`src/rtl/rab_arb_pkg.sv`:
```
// Shared types and constants for the RAB lookup arbiter.
//   state_t      : arbiter FSM states
//   lookup_res_t : captured lookup result presented on the response side
//   MAX_PORTS    : upper bound on the number of requesters
package rab_arb_pkg;

  localparam int unsigned MAX_PORTS = 8;

  typedef enum logic [1:0] {
    IDLE,
    LOOKUP,
    RESP
  } state_t;

  typedef struct packed {
    logic        accept;
    logic [31:0] out_addr;
    logic        master_select;
  } lookup_res_t;

endpackage

```
`src/rtl/rab_rr_arb.sv`:
```
// Combinational round-robin picker.
// Ports:
//   req        : request vector, one bit per port
//   last_grant : index of the most recently granted port
//   grant      : one-hot grant (zero when no request)
//   grant_idx  : index of the granted port (zero when no request)
// The search starts at last_grant+1 and wraps modulo N_PORTS.
module rab_rr_arb
  import rab_arb_pkg::*;
#(
  parameter int unsigned N_PORTS = 3,
  parameter int unsigned IDX_W   = 2
) (
  input  logic [N_PORTS-1:0] req,
  input  logic [IDX_W-1:0]   last_grant,
  output logic [N_PORTS-1:0] grant,
  output logic [IDX_W-1:0]   grant_idx
);

  logic        found;
  int unsigned idx;

  always_comb begin
    grant     = '0;
    grant_idx = '0;
    found     = 1'b0;
    idx       = 0;
    for (int unsigned off = 1; off <= MAX_PORTS; off++) begin
      if (!found && off <= N_PORTS) begin
        idx = 32'(last_grant) + off;
        if (idx >= N_PORTS) begin
          idx = idx - N_PORTS;
        end
        for (int unsigned i = 0; i < N_PORTS; i++) begin
          if (!found && i == idx && req[i]) begin
            grant[i]  = 1'b1;
            grant_idx = IDX_W'(i);
            found     = 1'b1;
          end
        end
      end
    end
  end

endmodule

```
`src/rtl/rab_lookup_arb.sv`:
```
// Shares a single RAB slice lookup between N_PORTS requesters.
// Round-robin grant in IDLE, one lookup cycle, then a held response to the
// granted port. Misses are logged to the miss interface (unless it is full)
// and per-port miss/prot/multi interrupt pulses are raised with the first
// response cycle.
// Ports:
//   s_axi_aclk, s_axi_areset     : clock, synchronous active-high reset
//   req_*                        : per-port request (valid/ready, range, rw, id)
//   lu_*                         : request to / result from the shared slice
//   rsp_*                        : per-port response handshake and decision
//   miss_*                       : miss log strobe, address, {port,id}, fifo full
//   int_miss/int_prot/int_multi  : per-port one-cycle interrupt pulses
//   stat_hits/misses/drops       : saturating lookup counters
// Optional feature: define RAB_LOOKUP_STATS_EN to build the counters;
// otherwise the stat_* ports are tied to zero.
module rab_lookup_arb
  import rab_arb_pkg::*;
#(
  parameter int unsigned N_PORTS        = 3,
  parameter int unsigned C_AXI_ID_WIDTH = 8,
  parameter int unsigned PORT_ID_WIDTH  = 2
) (
  input  logic                                    s_axi_aclk,
  input  logic                                    s_axi_areset,
  input  logic [N_PORTS-1:0]                      req_valid,
  output logic [N_PORTS-1:0]                      req_ready,
  input  logic [N_PORTS*32-1:0]                   req_addr_min,
  input  logic [N_PORTS*32-1:0]                   req_addr_max,
  input  logic [N_PORTS-1:0]                      req_rw,
  input  logic [N_PORTS*C_AXI_ID_WIDTH-1:0]       req_id,
  output logic [31:0]                             lu_addr_min,
  output logic [31:0]                             lu_addr_max,
  output logic                                    lu_rw,
  input  logic                                    lu_hit,
  input  logic                                    lu_prot,
  input  logic                                    lu_multi,
  input  logic [31:0]                             lu_out_addr,
  input  logic                                    lu_master_select,
  output logic [N_PORTS-1:0]                      rsp_valid,
  input  logic [N_PORTS-1:0]                      rsp_ready,
  output logic                                    rsp_accept,
  output logic                                    rsp_drop,
  output logic [31:0]                             rsp_out_addr,
  output logic                                    rsp_master_select,
  output logic                                    miss_valid,
  output logic [31:0]                             miss_addr,
  output logic [PORT_ID_WIDTH+C_AXI_ID_WIDTH-1:0] miss_id,
  input  logic                                    miss_full,
  output logic [N_PORTS-1:0]                      int_miss,
  output logic [N_PORTS-1:0]                      int_prot,
  output logic [N_PORTS-1:0]                      int_multi,
  output logic [31:0]                             stat_hits,
  output logic [31:0]                             stat_misses,
  output logic [31:0]                             stat_drops
);

  state_t                      state;
  logic [PORT_ID_WIDTH-1:0]    last_grant;
  logic [PORT_ID_WIDTH-1:0]    port_q;
  logic [C_AXI_ID_WIDTH-1:0]   id_q;
  lookup_res_t                 res_q;

  logic [N_PORTS-1:0]          win;
  logic [PORT_ID_WIDTH-1:0]    win_idx;
  logic                        xfer;

  logic [31:0]                 sel_min;
  logic [31:0]                 sel_max;
  logic                        sel_rw;
  logic [C_AXI_ID_WIDTH-1:0]   sel_id;

  logic                        c_multi;
  logic                        c_prot;
  logic                        c_miss;
  logic                        c_hit;

  rab_rr_arb #(
    .N_PORTS (N_PORTS),
    .IDX_W   (PORT_ID_WIDTH)
  ) u_arb (
    .req        (req_valid),
    .last_grant (last_grant),
    .grant      (win),
    .grant_idx  (win_idx)
  );

  // Grant only from IDLE; gated by reset so nothing is offered while held.
  always_comb begin
    req_ready = '0;
    if (state == IDLE && !s_axi_areset) begin
      req_ready = win;
    end
  end

  assign xfer = |req_ready;

  always_comb begin
    sel_min = '0;
    sel_max = '0;
    sel_rw  = 1'b0;
    sel_id  = '0;
    for (int unsigned i = 0; i < N_PORTS; i++) begin
      if (win[i]) begin
        sel_min = req_addr_min[i*32 +: 32];
        sel_max = req_addr_max[i*32 +: 32];
        sel_rw  = req_rw[i];
        sel_id  = req_id[i*C_AXI_ID_WIDTH +: C_AXI_ID_WIDTH];
      end
    end
  end

  // Priority multi > prot > miss > hit.
  always_comb begin
    c_multi = lu_multi;
    c_prot  = !lu_multi && lu_hit && lu_prot;
    c_miss  = !lu_multi && !lu_hit;
    c_hit   = !lu_multi && lu_hit && !lu_prot;
  end

  assign rsp_accept        = res_q.accept;
  assign rsp_out_addr      = res_q.out_addr;
  assign rsp_master_select = res_q.master_select;

  always_ff @(posedge s_axi_aclk) begin
    if (s_axi_areset) begin
      state       <= IDLE;
      last_grant  <= PORT_ID_WIDTH'(N_PORTS - 1);
      port_q      <= '0;
      id_q        <= '0;
      res_q       <= '0;
      lu_addr_min <= '0;
      lu_addr_max <= '0;
      lu_rw       <= 1'b0;
      rsp_valid   <= '0;
      rsp_drop    <= 1'b0;
      miss_valid  <= 1'b0;
      miss_addr   <= '0;
      miss_id     <= '0;
      int_miss    <= '0;
      int_prot    <= '0;
      int_multi   <= '0;
    end else begin
      int_miss   <= '0;
      int_prot   <= '0;
      int_multi  <= '0;
      miss_valid <= 1'b0;
      case (state)
        IDLE: begin
          if (xfer) begin
            // The lu_* registers double as the captured request.
            lu_addr_min <= sel_min;
            lu_addr_max <= sel_max;
            lu_rw       <= sel_rw;
            id_q        <= sel_id;
            port_q      <= win_idx;
            last_grant  <= win_idx;
            state       <= LOOKUP;
          end
        end
        LOOKUP: begin
          res_q.master_select <= lu_master_select;
          rsp_valid[port_q]   <= 1'b1;
          if (c_hit) begin
            res_q.accept   <= 1'b1;
            res_q.out_addr <= lu_out_addr;
            rsp_drop       <= 1'b0;
          end else begin
            res_q.accept   <= 1'b0;
            res_q.out_addr <= '0;
            rsp_drop       <= 1'b1;
          end
          if (c_multi) begin
            int_multi[port_q] <= 1'b1;
          end else if (c_prot) begin
            int_prot[port_q] <= 1'b1;
          end else if (c_miss) begin
            int_miss[port_q] <= 1'b1;
            if (!miss_full) begin
              miss_valid <= 1'b1;
              miss_addr  <= lu_addr_min;
              miss_id    <= {port_q, id_q};
            end
          end
          state <= RESP;
        end
        RESP: begin
          if (rsp_ready[port_q]) begin
            rsp_valid <= '0;
            res_q     <= '0;
            rsp_drop  <= 1'b0;
            state     <= IDLE;
          end
        end
        default: begin
          state <= IDLE;
        end
      endcase
    end
  end

`ifdef RAB_LOOKUP_STATS_EN
  logic [31:0] hits_q;
  logic [31:0] misses_q;
  logic [31:0] drops_q;

  always_ff @(posedge s_axi_aclk) begin
    if (s_axi_areset) begin
      hits_q   <= '0;
      misses_q <= '0;
      drops_q  <= '0;
    end else if (state == LOOKUP) begin
      if (c_hit && hits_q != '1) begin
        hits_q <= hits_q + 32'd1;
      end
      if (c_miss && misses_q != '1) begin
        misses_q <= misses_q + 32'd1;
      end
      if (!c_hit && drops_q != '1) begin
        drops_q <= drops_q + 32'd1;
      end
    end
  end

  assign stat_hits   = hits_q;
  assign stat_misses = misses_q;
  assign stat_drops  = drops_q;
`else
  assign stat_hits   = '0;
  assign stat_misses = '0;
  assign stat_drops  = '0;
`endif

endmodule

```
`config.mk`:
```
export PLATFORM = sky130hd
export DESIGN_NAME = rab_lookup_arb
export DESIGN_NICKNAME = d
export VERILOG_FILES = /design/src/rtl/rab_arb_pkg.sv /design/src/rtl/rab_rr_arb.sv /design/src/rtl/rab_lookup_arb.sv
export SDC_FILE = /design/constraint.sdc
export NUM_CORES = 1
export LEC_CHECK = 0
export ABC_AREA = 1
export CAP_MARGIN = 10
export CORE_AREA = 3 3 198 200
export CTS_BUF_LIST = sky130_fd_sc_hd__clkbuf_8
export CTS_CLUSTER_DIAMETER = 30
export DETAILED_ROUTE_END_ITERATION = 10
export DIE_AREA = 0 0 201 203
export PLACE_DENSITY = 0.54
export SLEW_MARGIN = 20
export SYNTH_ARGS = -nofsm -noshare
export SYNTH_HDL_FRONTEND = slang
export SYNTH_SLANG_ARGS = --single-unit
export TNS_END_PERCENT = 5
```
`constraint.sdc`:
```
create_clock -name s_axi_aclk -period 1.9 [get_ports s_axi_aclk]
set_input_delay 0.57 -clock s_axi_aclk [delete_from_list [all_inputs] [get_ports s_axi_aclk]]
set_output_delay 0.57 -clock s_axi_aclk [all_outputs]
set_load 0.03 [all_outputs]
```
==> results.toml <==
[status]
status = "finished with violations"
violations = "setup timing"

[cells_and_area]
fill_cells = 3983
layout-drive-gt1-share = 0.133
final_cell_mix = "nand2_1, clkdlybuf4s50_1, nand3_1"
final_common_cell = "nand2_1"
nNetsFinal = 1974
syn_to_final_growth_pct = 65.0

[run]
drv_cap = 0

[min_path]
hp-class = "reg -> reg"

[clock_network]
tritoncts = "built"
clockBufferDepth = 2
clkLatencyLatePin_ps = 490
cts_sinks = 168
postCtsHoldBufs = 0
path_clk_slew_ps = 90
cts_root_buf = "clkbuf_8"
cts-buffers-inserted = 17
cts_max_level = 4

[critical_path]
cp-startpoint = "req_valid[0]"
worstPathArrival_ps = 1980
endpoint = "req_ready[2]"
r2r_cells = 15
reg2reg_setup_slack_ps = -290
cp.required_ps = 1330
worstPathCellList = "clkdlybuf4s50_1 > nand2_1 > nand3_4 > nor2_4 > nand2_2 > nand2_4 > nand2_4 > inv_6 > buf_12"
cp_num_buf_inv = 3
r2r-start = "last_grant[0]"
startpoint_type = "input port"
endpoint_kind = "output pin"
rr_endpoint = "lu_addr_min[24]"
crit_type = "in -> out"
cpPeakStageDelay_ps = 520
critical-path-top-delay-family = "buffers and inverters"
cp.depth = 9
crit_path_frequent_cell = "nand2_4"
cp_max_fo = 3
crit_slowest_cell = "clkdlybuf4s50_1"

[logic_synthesis]
synthCells = 1267
synth_area_leaders = "dfxtp_1, nand2_1, nand3_1, buf_4, a21oi_1"
ys_warn_count = 0
ys_ff_latch = 168
seq_area_frac_synth = 0.390
synth.distinct_cells = 27
yosysTopAreaCell = "dfxtp_1"
yosys.area.top_type_share = 0.390
syn_area_mm2 = 0.00862
avgSynthCellArea_um2 = 6.80

[place]
dpl.hpwl_mm = 27.6
portBuffers = 421
pre_cts_slack_ps = -782
gp_congestion = 0.859

[timing]
period_minus_slack_ps = 2550
hold_viol = 0
setup_ws_ps = -652
clock.fmax_mhz = 392
grt_setup_unrepaired = "yes"
finalSetupViolations = 78
final_max_slew_viol_count = 0
setup_tns_ps = -20970
fin_skew_ps = 13.3
period_share = 1.34

[die]
die_h_um = 203
num_rows = 71
die_x_um = 201
fp.dieArea_mm2 = 0.0408
ios = 518
core_region_area_mm2 = 0.0376
start_util = 0.229

[global_routing]
antenna_found_initial = 2
grt_use_total = 0.173
grt_pass1_wl_mm = 54.8
grt_pass1_vias = 9284
grt_max_degree = 48
gr-total-overflow = 0

[power]
intPower_mw = 9.77
p_clk_frac = 0.166
power.switching_mw = 8.24
leakagePower_nw = 6.84
p_per_area_mw_per_mm2 = 1270
seqPwrFrac = 0.250
finalPower_mw = 18.0
pwr-share-comb = 0.584
swShare = 0.457
ir_drop_mv = 0.788

[route]
routedWlPerCell_um = 16.8
firstDrtPassIters = 5
num_vias = 9517
dr.first_iter.drc_count = 409
remaining_drc_errors = 0
postRouteAntennaNets = 0
vias_per_cell = 4.26
drt_wl_total_mm = 37.6
-- worst reg2reg max path, stage by stage (launching register included) --
cell and delay, ps:
dfxtp_4 380, inv_4 50, ha_4 260, inv_4 50
nand2_4 80, nand3_4 70, nor2_4 160, nand2_2 90
nand2_4 80, nand2_4 70, buf_4 130, buf_4 140
nand3_4 150, buf_8 200, nand3_1 160, nand2_1 80
-- sequential cells by signal (all words and copies together) (netlist names) --
signal             flops
lu_addr_max           32
lu_addr_min           32
miss_addr             32
rsp_out_addr          32
miss_id               10
id_q                   8
int_miss               3
int_multi              3
int_prot               3
rsp_valid              3
last_grant             2
state                  2
lu_rw                  1
miss_valid             1
port_q                 1
rsp_accept             1
rsp_drop               1
rsp_master_select      1
-- metal layers --
| layer | global-route usage | wire length [um] | vias to the layer above |
|---|---|---|---|
| li1 | - | - | 4734 |
| met1 | 0.205 | 15400 | 4344 |
| met2 | 0.296 | 18100 | 405 |
| met3 | 0.0633 | 3500 | 32 |
| met4 | 0.0499 | 607 | 2 |
| met5 | 0 | 13 | - |
-- through the flow --
step           instances  cell area, um2  hold slack (ps)   util
2_1_floorplan       1362            9020              447      -
3_3_place_gp        2177           13400              448  0.356
3_5_place_dp        2177           13400              454  0.356
4_1_cts             2224           14100              466  0.375
5_1_grt             2232           14200              485  0.378
6_report            2232           14200              462  0.378
-- worst min-delay path by stage --
stage | startpoint | cells past startpoint | to
6_report | rsp_out_addr[27] | 2 | rsp_out_addr[27]
5_1_grt | rsp_out_addr[27] | 2 | rsp_out_addr[27]
4_1_cts | rsp_out_addr[27] | 2 | rsp_out_addr[27]
3_5_place_dp | rsp_out_addr[27] | 2 | rsp_out_addr[27]
3_3_place_gp | rsp_out_addr[21] | 2 | rsp_out_addr[21]
2_1_floorplan | id_q[0] | 2 | id_q[0]
-- power by group through the flow --
stage	Combinational, mW	Clock [mW]	Sequential, mW
after floorplan	4.91	0	5.45
after global placement	9.44	0	4.56
after detailed placement	9.46	0	4.58
after CTS	10.2	3.11	4.50
after global routing	11.5	3.22	4.57
final	10.5	2.99	4.50
-- Yosys cell counts, drive strengths merged --
cell type  instances
o211ai             2
nor4               1
conb               1
buf              152
o31ai              1
inv               99
nor3               1
clkbuf            30
nor2             107
o21ai             44
a31oi              2
a21oi            113
nand2            318
nand3            225
dfxtp            168
ha                 3
-- cells by family after synthesis --
family	after synthesis	share of synthesized area
other	1	0.000435
adders and majority gates	3	0.00436
DFF	168	0.390
AOI/OAI and AO/OA	162	0.0964
and+or+nand+nor	652	0.328
buffers and inverters	281	0.181
-- repair_timing --
item	4_1_cts	5_1_grt
pin swaps	13	9
resized for setup	268	59
endpoints found under the hold margin	0	0
cloned	5	2
endpoints found under the setup margin	228	115
setup buffers	10	6
-- layout make-up --
| cell class | count | area, um2 | share of cell area |
|---|---|---|---|
| antenna | 1 | 2.50 | 0.000176 |
| clock buffer | 17 | 234 | 0.0165 |
| clock inverter | 15 | 214 | 0.0150 |
| inverter | 99 | 389 | 0.0274 |
| multi-input combinational | 913 | 4250 | 0.299 |
| sequential | 168 | 3370 | 0.237 |
| tap | 511 | 639 | 0.0450 |
| timing repair buffer | 508 | 5120 | 0.360 |
Note: power is estimated with default switching activity, not from simulation.
